===== src/rtl/hazard_pkg.sv =====
// Shared types and helpers for the scoreboard hazard unit.
// Holds the multiply/divide op encoding and Tnew arithmetic.
package hazard_pkg;

  localparam int TW_DEF = 2;

  typedef enum logic [1:0] {
    MD_NONE = 2'd0,
    MD_MULT = 2'd1,
    MD_DIV  = 2'd2,
    MD_HILO = 2'd3
  } md_op_e;

  function automatic logic [TW_DEF-1:0] sat_dec(
    input logic [TW_DEF-1:0] t
  );
    return (t == '0) ? '0 : t - 1'b1;
  endfunction

endpackage


===== src/rtl/md_busy_ctr.sv =====
// Multiply/divide busy counter: loads a latency, counts down to 0.
// Busy while non-zero.
module md_busy_ctr #(
  parameter int CW = 4
)(
  input  logic          clk,
  input  logic          rst_n,
  input  logic          load_i,
  input  logic [CW-1:0] load_val_i,
  output logic          busy_o
);

  logic [CW-1:0] cnt_q, cnt_d;

  always_comb begin
    cnt_d = cnt_q;
    if (load_i) begin
      cnt_d = load_val_i;
    end else if (cnt_q != '0) begin
      cnt_d = cnt_q - 1'b1;
    end
  end

  always_ff @(posedge clk or negedge rst_n) begin
    if (!rst_n) begin
      cnt_q <= '0;
    end else begin
      cnt_q <= cnt_d;
    end
  end

  assign busy_o = (cnt_q != '0);

endmodule


===== src/rtl/hazard_sb.sv =====
// Scoreboard hazard unit: tracks E/M/W destination tags internally
// and derives stall and operand forwarding selects from them.
module hazard_sb
  import hazard_pkg::*;
#(
  parameter int XLEN     = 32,
  parameter int TW       = TW_DEF,
  parameter int MULT_CYC = 5,
  parameter int DIV_CYC  = 10,
  parameter int CW       = 4
)(
  input  logic            clk,
  input  logic            reset,
  input  logic [4:0]      D_rs_a,
  input  logic [4:0]      D_rt_a,
  input  logic [TW-1:0]   D_rs_tuse,
  input  logic [TW-1:0]   D_rt_tuse,
  input  logic [4:0]      D_wa,
  input  logic [TW-1:0]   D_tnew,
  input  logic [1:0]      D_md_op,
  input  logic [4:0]      E_rs_a,
  input  logic [4:0]      E_rt_a,
  input  logic [4:0]      M_rt_a,
  input  logic [XLEN-1:0] D_rs_o,
  input  logic [XLEN-1:0] D_rt_o,
  input  logic [XLEN-1:0] E_rs_o,
  input  logic [XLEN-1:0] E_rt_o,
  input  logic [XLEN-1:0] M_rt_o,
  input  logic [XLEN-1:0] E_wd,
  input  logic [XLEN-1:0] M_wd,
  input  logic [XLEN-1:0] W_wd,
  output logic [XLEN-1:0] D_rs_m,
  output logic [XLEN-1:0] D_rt_m,
  output logic [XLEN-1:0] E_rs_m,
  output logic [XLEN-1:0] E_rt_m,
  output logic [XLEN-1:0] M_rt_m,
  output logic            stall,
  output logic [4:0]      E_ad,
  output logic [4:0]      M_ad,
  output logic [4:0]      W_ad,
  output logic            md_busy
);

  logic [4:0]    e_wa_q, e_wa_d;
  logic [TW-1:0] e_tn_q, e_tn_d;
  logic [4:0]    m_wa_q, m_wa_d;
  logic [TW-1:0] m_tn_q, m_tn_d;
  logic [4:0]    w_wa_q, w_wa_d;

  logic          rs_st, rt_st, md_st;
  logic          md_load;
  logic [CW-1:0] md_val;

  function automatic logic src_stall(
    input logic [4:0]    a,
    input logic [TW-1:0] tuse
  );
    if (a == 5'd0) return 1'b0;
    return (e_wa_q == a && e_tn_q > tuse) ||
           (m_wa_q == a && m_tn_q > tuse);
  endfunction

  // Youngest matching stage wins; chk_e/chk_m drop stages
  // that are not younger than the consumer.
  function automatic logic [XLEN-1:0] fwd(
    input logic [4:0]      a,
    input logic            chk_e,
    input logic            chk_m,
    input logic [XLEN-1:0] raw
  );
    if (a == 5'd0) return '0;
    if (chk_e && e_wa_q == a) return E_wd;
    if (chk_m && m_wa_q == a) return M_wd;
    if (w_wa_q == a) return W_wd;
    return raw;
  endfunction

  always_comb begin
    rs_st  = src_stall(D_rs_a, D_rs_tuse);
    rt_st  = src_stall(D_rt_a, D_rt_tuse);
    md_st  = (D_md_op != MD_NONE) && md_busy;
    stall  = rs_st | rt_st | md_st;
    D_rs_m = fwd(D_rs_a, 1'b1, 1'b1, D_rs_o);
    D_rt_m = fwd(D_rt_a, 1'b1, 1'b1, D_rt_o);
    E_rs_m = fwd(E_rs_a, 1'b0, 1'b1, E_rs_o);
    E_rt_m = fwd(E_rt_a, 1'b0, 1'b1, E_rt_o);
    M_rt_m = fwd(M_rt_a, 1'b0, 1'b0, M_rt_o);
  end

  always_comb begin
    e_wa_d = stall ? 5'd0 : D_wa;
    e_tn_d = stall ? '0 : D_tnew;
    m_wa_d = e_wa_q;
    m_tn_d = sat_dec(e_tn_q);
    w_wa_d = m_wa_q;
  end

  always_ff @(posedge clk or negedge reset) begin
    if (!reset) begin
      e_wa_q <= '0;
      e_tn_q <= '0;
      m_wa_q <= '0;
      m_tn_q <= '0;
      w_wa_q <= '0;
    end else begin
      e_wa_q <= e_wa_d;
      e_tn_q <= e_tn_d;
      m_wa_q <= m_wa_d;
      m_tn_q <= m_tn_d;
      w_wa_q <= w_wa_d;
    end
  end

  assign md_load = !stall &&
                   (D_md_op == MD_MULT || D_md_op == MD_DIV);
  assign md_val  = (D_md_op == MD_MULT) ? CW'(MULT_CYC)
                                        : CW'(DIV_CYC);

  md_busy_ctr #(.CW(CW)) u_md (
    .clk        (clk),
    .rst_n      (reset),
    .load_i     (md_load),
    .load_val_i (md_val),
    .busy_o     (md_busy)
  );

  assign E_ad = e_wa_q;
  assign M_ad = m_wa_q;
  assign W_ad = w_wa_q;

endmodule


===== config.mk =====
export PLATFORM = sky130hd
export DESIGN_NAME = hazard_sb
export DESIGN_NICKNAME = d
export VERILOG_FILES = /design/src/rtl/hazard_pkg.sv /design/src/rtl/md_busy_ctr.sv /design/src/rtl/hazard_sb.sv
export SDC_FILE = /design/constraint.sdc
export NUM_CORES = 1
export LEC_CHECK = 0
export ABC_AREA = 1
export BUFFER_PORTS_ARGS = -buffer_cell sky130_fd_sc_hd__clkbuf_2
export CAP_MARGIN = 20
export CORE_AREA = 5 5 179 181
export CTS_BUF_LIST = sky130_fd_sc_hd__clkbuf_8
export DETAILED_ROUTE_END_ITERATION = 16
export DIE_AREA = 0 0 184 186
export PLACE_DENSITY = 0.59
export REMOVE_ABC_BUFFERS = 1
export SYNTH_ARGS = -nofsm -noshare
export SYNTH_HDL_FRONTEND = slang
export SYNTH_SLANG_ARGS = --single-unit

===== constraint.sdc =====
create_clock -name clk -period 4.2 [get_ports clk]
set_input_delay 0.42 -clock clk [delete_from_list [all_inputs] [get_ports clk]]
set_output_delay 0.42 -clock clk [all_outputs]
set_load 0.02 [all_outputs]

; Word-level counts from Yosys, hierarchy flattened
; Cells that the tools add are included.
[classes]
n_addsub = 2
mul = 0
div_mod_pow = 0
n_lt_le_gt_ge = 4
eq_ne = 13
n_shift = 0
muxes = 77
n_bitwise = 2
n_reduce_logical = 19
[ops]
columns = operator, count
row1 = $mux 32, 32
row2 = $eq 5x5->1, 11
row3 = $mux 1, 39
row4 = $logic_not 5->1, 5
row5 = $mux 4, 3
row6 = $gt 2x2->1, 4
row7 = $logic_and 1x1->1, 6
row8 = $mux 5, 1
row9 = $mux 2, 2
row10 = $reduce_bool 2->1, 2
row11 = $reduce_bool 4->1, 1
row12 = $sub 4x1->4 const B, 1
row13 = $logic_or 1x1->1, 3
row14 = $eq 2x1->1 const B, 1
row15 = $eq 2x2->1 const B, 1
row16 = $logic_not 2->1, 1
row17 = $or 1x1->1, 2
row18 = $sub 2x1->2 const B, 1
row19 = $logic_not 1->1, 1
[word_totals]
regBits = 23
latch_bits = 0
ram_bits = 0
mem_bits_ro = 0
memories = 0

; Depth between registers and ports, before layout
[logic_depth]
ltp_word = 12
depth_mapped = 13
ltp_nobuf = 13

; By module
; A second synthesis with hierarchy kept.
[hier_totals]
hier_cells = 1513
hier_area_um2 = 7935.1
[by_module_without_submodules]
columns = module, n_inst, cells_each, area_each_um2, seq_area_each_um2
row1 = hazard_sb, 1, 1479, 7673.6, 475.5
row2 = md_busy_ctr, 1, 34, 261.5, 100.1

; Least setup slack after synthesis
; OpenSTA, ideal clock, no wires.
[synth_path]
path_kind = register -> output
start = reg w_wa_q[0], in the netlist W_ad[0]
end = out M_rt_m[10]
arrival_time_ns = 1.930
slack_ns = 1.850
path_stages_with_launch = 9
n_path_buf = 2
cell_sequence = dfrtp_1 -> buf_2 -> xor2_1 -> nor3b_1 -> nand4_1 -> inv_2 -> buf_2 -> nor2_1 -> a211oi_1
[synth_via]
elab_chain_cells = 5
elab_cells_between_ends = 6
classes_between = eq/ne (1) / mux (5)
[synth_rtl]
columns = item, line_no
row1 = start: declaration, hazard_sb.sv:48  ; logic [4:0] w_wa_q, w_wa_d;
row2 = start signal: assignment, hazard_sb.sv:110  ; w_wa_q <= w_wa_d;
row3 = $eq 5x5->1 *, hazard_sb.sv:74  ; if (w_wa_q == a) return W_wd;
row4 = $mux 1, hazard_sb.sv:74
row5 = $mux 1, hazard_sb.sv:72  ; if (chk_e && e_wa_q == a) return E_wd;
row6 = $mux 32 *, hazard_sb.sv:75  ; return raw;
row7 = $mux 32 *, hazard_sb.sv:72
row8 = end: declaration, hazard_sb.sv:36  ; output logic [XLEN-1:0] M_rt_m,
; Every way passes the cells marked *; elsewhere a longest branch is shown, timed or not. The select of a mux whose other input is x is not followed.

; Final worst setup path
[layout_path]
start = reg w_wa_q[1], in the netlist W_ad[1]
end = out D_rs_m[25]
[layout_via]
elab_chain_cells = 9
elab_cells_between_ends = 10
classes_between = eq/ne (1) / mux (9)
[layout_rtl]
columns = item, line_no
row1 = $eq 5x5->1 *, hazard_sb.sv:74
row2 = $mux 1 (2 in series), hazard_sb.sv:74
row3 = $mux 1, hazard_sb.sv:73  ; if (chk_m && m_wa_q == a) return M_wd;
row4 = $mux 1, hazard_sb.sv:72
row5 = $mux 32 *, hazard_sb.sv:75
row6 = $mux 32 *, hazard_sb.sv:74
row7 = $mux 32 *, hazard_sb.sv:73
row8 = $mux 32 *, hazard_sb.sv:72
row9 = end: declaration, hazard_sb.sv:32  ; output logic [XLEN-1:0] D_rs_m,
; Marked as above.

==> impl_results.md <==
- Status: complete, no violations
- Mean Syn Cell Area: 5.07 µm²
- Post-synth top area share: 18.4%
- Fin Hold WS: 0.145 ns
- Distinct cells, synth: 30
- Clock sinks: 23
- Worst slew pin tran: 0.925 ns
- Yosys reg bits: 23
- DR WL/cell: 18.0 µm
- Count of final max-slew check failures: 0
- TNS Setup: 0 ns
- CP Class: register to output port
- CTS Buf Count: 3
- Sequential area share after synthesis: 8.41%
- Grt total ovfl: 0
- Final setup violation count: 0
- CTS resizes: 0
- Die Wd: 184 µm
- IO Pins: 473
- Post-route ant nets: 0
- Final WL: 38.9 mm
- Synth Cell Area: 0.00685 mm²
- Worst path arrival time: 2.94 ns
- Area grow syn2layout: 40.0%
- Main synth FF type: dfrtp_1
- Initial antenna violation count: 4
- Die area: 0.0342 mm²
- Nets: 2074
- Crit-path max FO: 30
- CTS tree: yes
- Buffers added on ports: 472
- Pwr/cell area: 224 mW/mm²
- Max Fclk: 0.297 GHz
- RSZ-0062 raised after global routing: false
- Worst Hold Class: primary input to async pin
- Pin count of the biggest net entering global routing: 47
- Iteration count of the initial detailed-routing pass: 5
- Final Skew: 0.00938 ns
- Yosys top cell by area: inv_1
- Most frequent CP cell: o21ai_0
- Post-route clock period utilization: 80.1%
- Postcts setup bufs: 0
- List of most frequent post-synthesis cells: inv_1 (335), nand2_1 (251), o21ai_0 (228), a21oi_1 (135), o21ai_1 (95)
- Starting DRT DRC Count: 693
- Layout cells sized above 1: 30.2%
- Row cnt: 64
- Final Hold Fails: 0
- Die height: 186 µm
- Ys async rst share: 100%
- Root Driver: clkbuf_8
- Pleak: 5.97 nW
- Worst path cell trace: inv_2 > nor2_1 > nor3_2 > nand3_2 > buf_4 > o21ai_0 > o21ai_0 > o21ai_1 > inv_1 > clkbuf_2
- Drt drc: 0
- CP peak stage delay: 0.58 ns
- Period minus WS final: 3.36 ns
- Hpwl dp: 31.2 mm
- Slowest CP cell: nand3_2
- RePlAce Congestion: 0.993
- Max_cap viols: 0
- Clk buf depth: 2
- CTS H-tree lvls: 1
- Via count: 10276
- Worst-Skew Late Latency: 0.27 ns
- Global-route wire length before repair: 56.0 mm
- Final worst setup slack: 0.837 ns
- Clock transition at the registers of the reported paths: 0.09 ns
- Hold buffers post-CTS: 0
- Crit path launch type: register
- Most frequent cell after synthesis: inv_1
- Synth area leaders: inv_1 (18%), o21ai_0 (17%), nand2_1 (14%), a21oi_1 (9.9%), dfrtp_1 (8.4%)
- Pre-CTS WS: 1.09 ns
- Peak supply drop: 0.000200 V
- Initial Util: 22.6%
- EDFF count, synth: 0
- Fill cells: 3571
- Max-slew headroom: 38.3%
- Via-to-Cell Ratio: 4.75
- Yosys warnings: 0
- WP data required: 3.78 ns
- Mapped Cells: 1350
- Critical Path End Type: output port
- Overall Global Routing Usage: 20.8%
- Vias in the first global route: 9775
- Area of the core: 0.0303 mm²
area by class of cell:
type / count / area, µm² / area share (%)
Multi-Input combinational cell: 893 / 4550 / 47.4
Sequential cell: 23 / 576 / 6.00
Timing Repair Buffer: 503 / 2630 / 27.5
Tap cell: 396 / 495 / 5.17
Inverter: 342 / 1280 / 13.4
Antenna cell: 2 / 5.00 / 0.0522
Clock buffer: 3 / 41.3 / 0.431
Clock inverter: 1 / 3.75 / 0.0392
cells in the final DEF, fill, tap and decap left out, types with 4 or more instances in the layout:
cell type and count:
clkbuf_2 472, inv_1 336, nand2_1 251, o21ai_0 228, a21oi_1 135, o21ai_1 95, nor2_1 65, a211oi_1 32
buf_4 28, dfrtp_1 23, xor2_1 20, xnor2_1 16, ha_1 12, inv_2 7, nand4_1 7, and3_2 5
nor3_2 4, nand3_1 4
worst paths after layout:
kind                                      from                   endpoint  slack, ns  cells after the start
max                          W_ad[1]$_DFF_PN0_                 D_rs_m[25]       0.84                     10
min                                      reset          E_ad[2]$_DFF_PN0_       0.14                      1
max reg2reg                e_tn_q[1]$_DFF_PN0_  u_md.cnt_q[0]$_DFFE_PN0P_       2.37                     10
min reg2reg                e_tn_q[0]$_DFF_PN0_        m_tn_q[0]$_DFF_PN0_       0.44                      1
max in group asynchronous                reset          M_ad[4]$_DFF_PN0_       3.65                      1
min in group clk                       D_wa[2]          E_ad[2]$_DFF_PN0_       0.33                      3
cell families after synthesis:
group | synth area share (%)
adder cells (fa/ha/maj) | 2.19
flip-flops | 8.41
AO/OA/AOI/OAI | 37.3
XOR/XNOR | 4.61
buffers and inverters | 25.7
AND/OR/NAND/NOR | 21.7
per-layer routing:
| metal | up-vias | part of all wire, % | GRT usage (%) |
|---|---|---|---|
| li1 | 5055 | - | - |
| met1 | 4542 | 40 | 26.4 |
| met2 | 583 | 47 | 35.6 |
| met3 | 92 | 9.2 | 3.91 |
| met4 | 4 | 3.6 | 6.71 |
| met5 | - | 0.10 | 0 |
metrics by stage:
stage | instances | utilization (%) | instance area, µm² | total power, W
global placement | 2157 | 31.5 | 9540 | 0.00200
global route | 2163 | 31.7 | 9590 | 0.00234
detailed placement | 2157 | 31.5 | 9540 | 0.00201
floorplan | 1258 | - | 6370 | 0.00131
CTS | 2161 | 31.7 | 9580 | 0.00216
finish | 2163 | 31.7 | 9590 | 0.00215
report_power, final:
group | total (W) | switching [W] | internal (W)
logic | 0.00168 | 0.00111 | 0.000571
clock network | 0.000143 | 0.0000776 | 0.0000655
registers | 0.000329 | 0.0000619 | 0.000267
total | 0.00215 | 0.00125 | 0.000903
registers in the layout (all words and copies together), names as in the netlist:
name        flops
e_tn_q          2
W_ad            5
E_ad            5
u_md.cnt_q      4
M_ad            5
m_tn_q          2
worst max-delay path: cells and delay by family (launching register included):
kind | cells | cell delay, ns
AO/OA/AOI/OAI | 3 | 0.50
AND/OR/NAND/NOR | 3 | 0.83
buffers and inverters | 4 | 0.84
flip-flops | 1 | 0.48
Note: power is estimated with default switching activity, not from simulation.
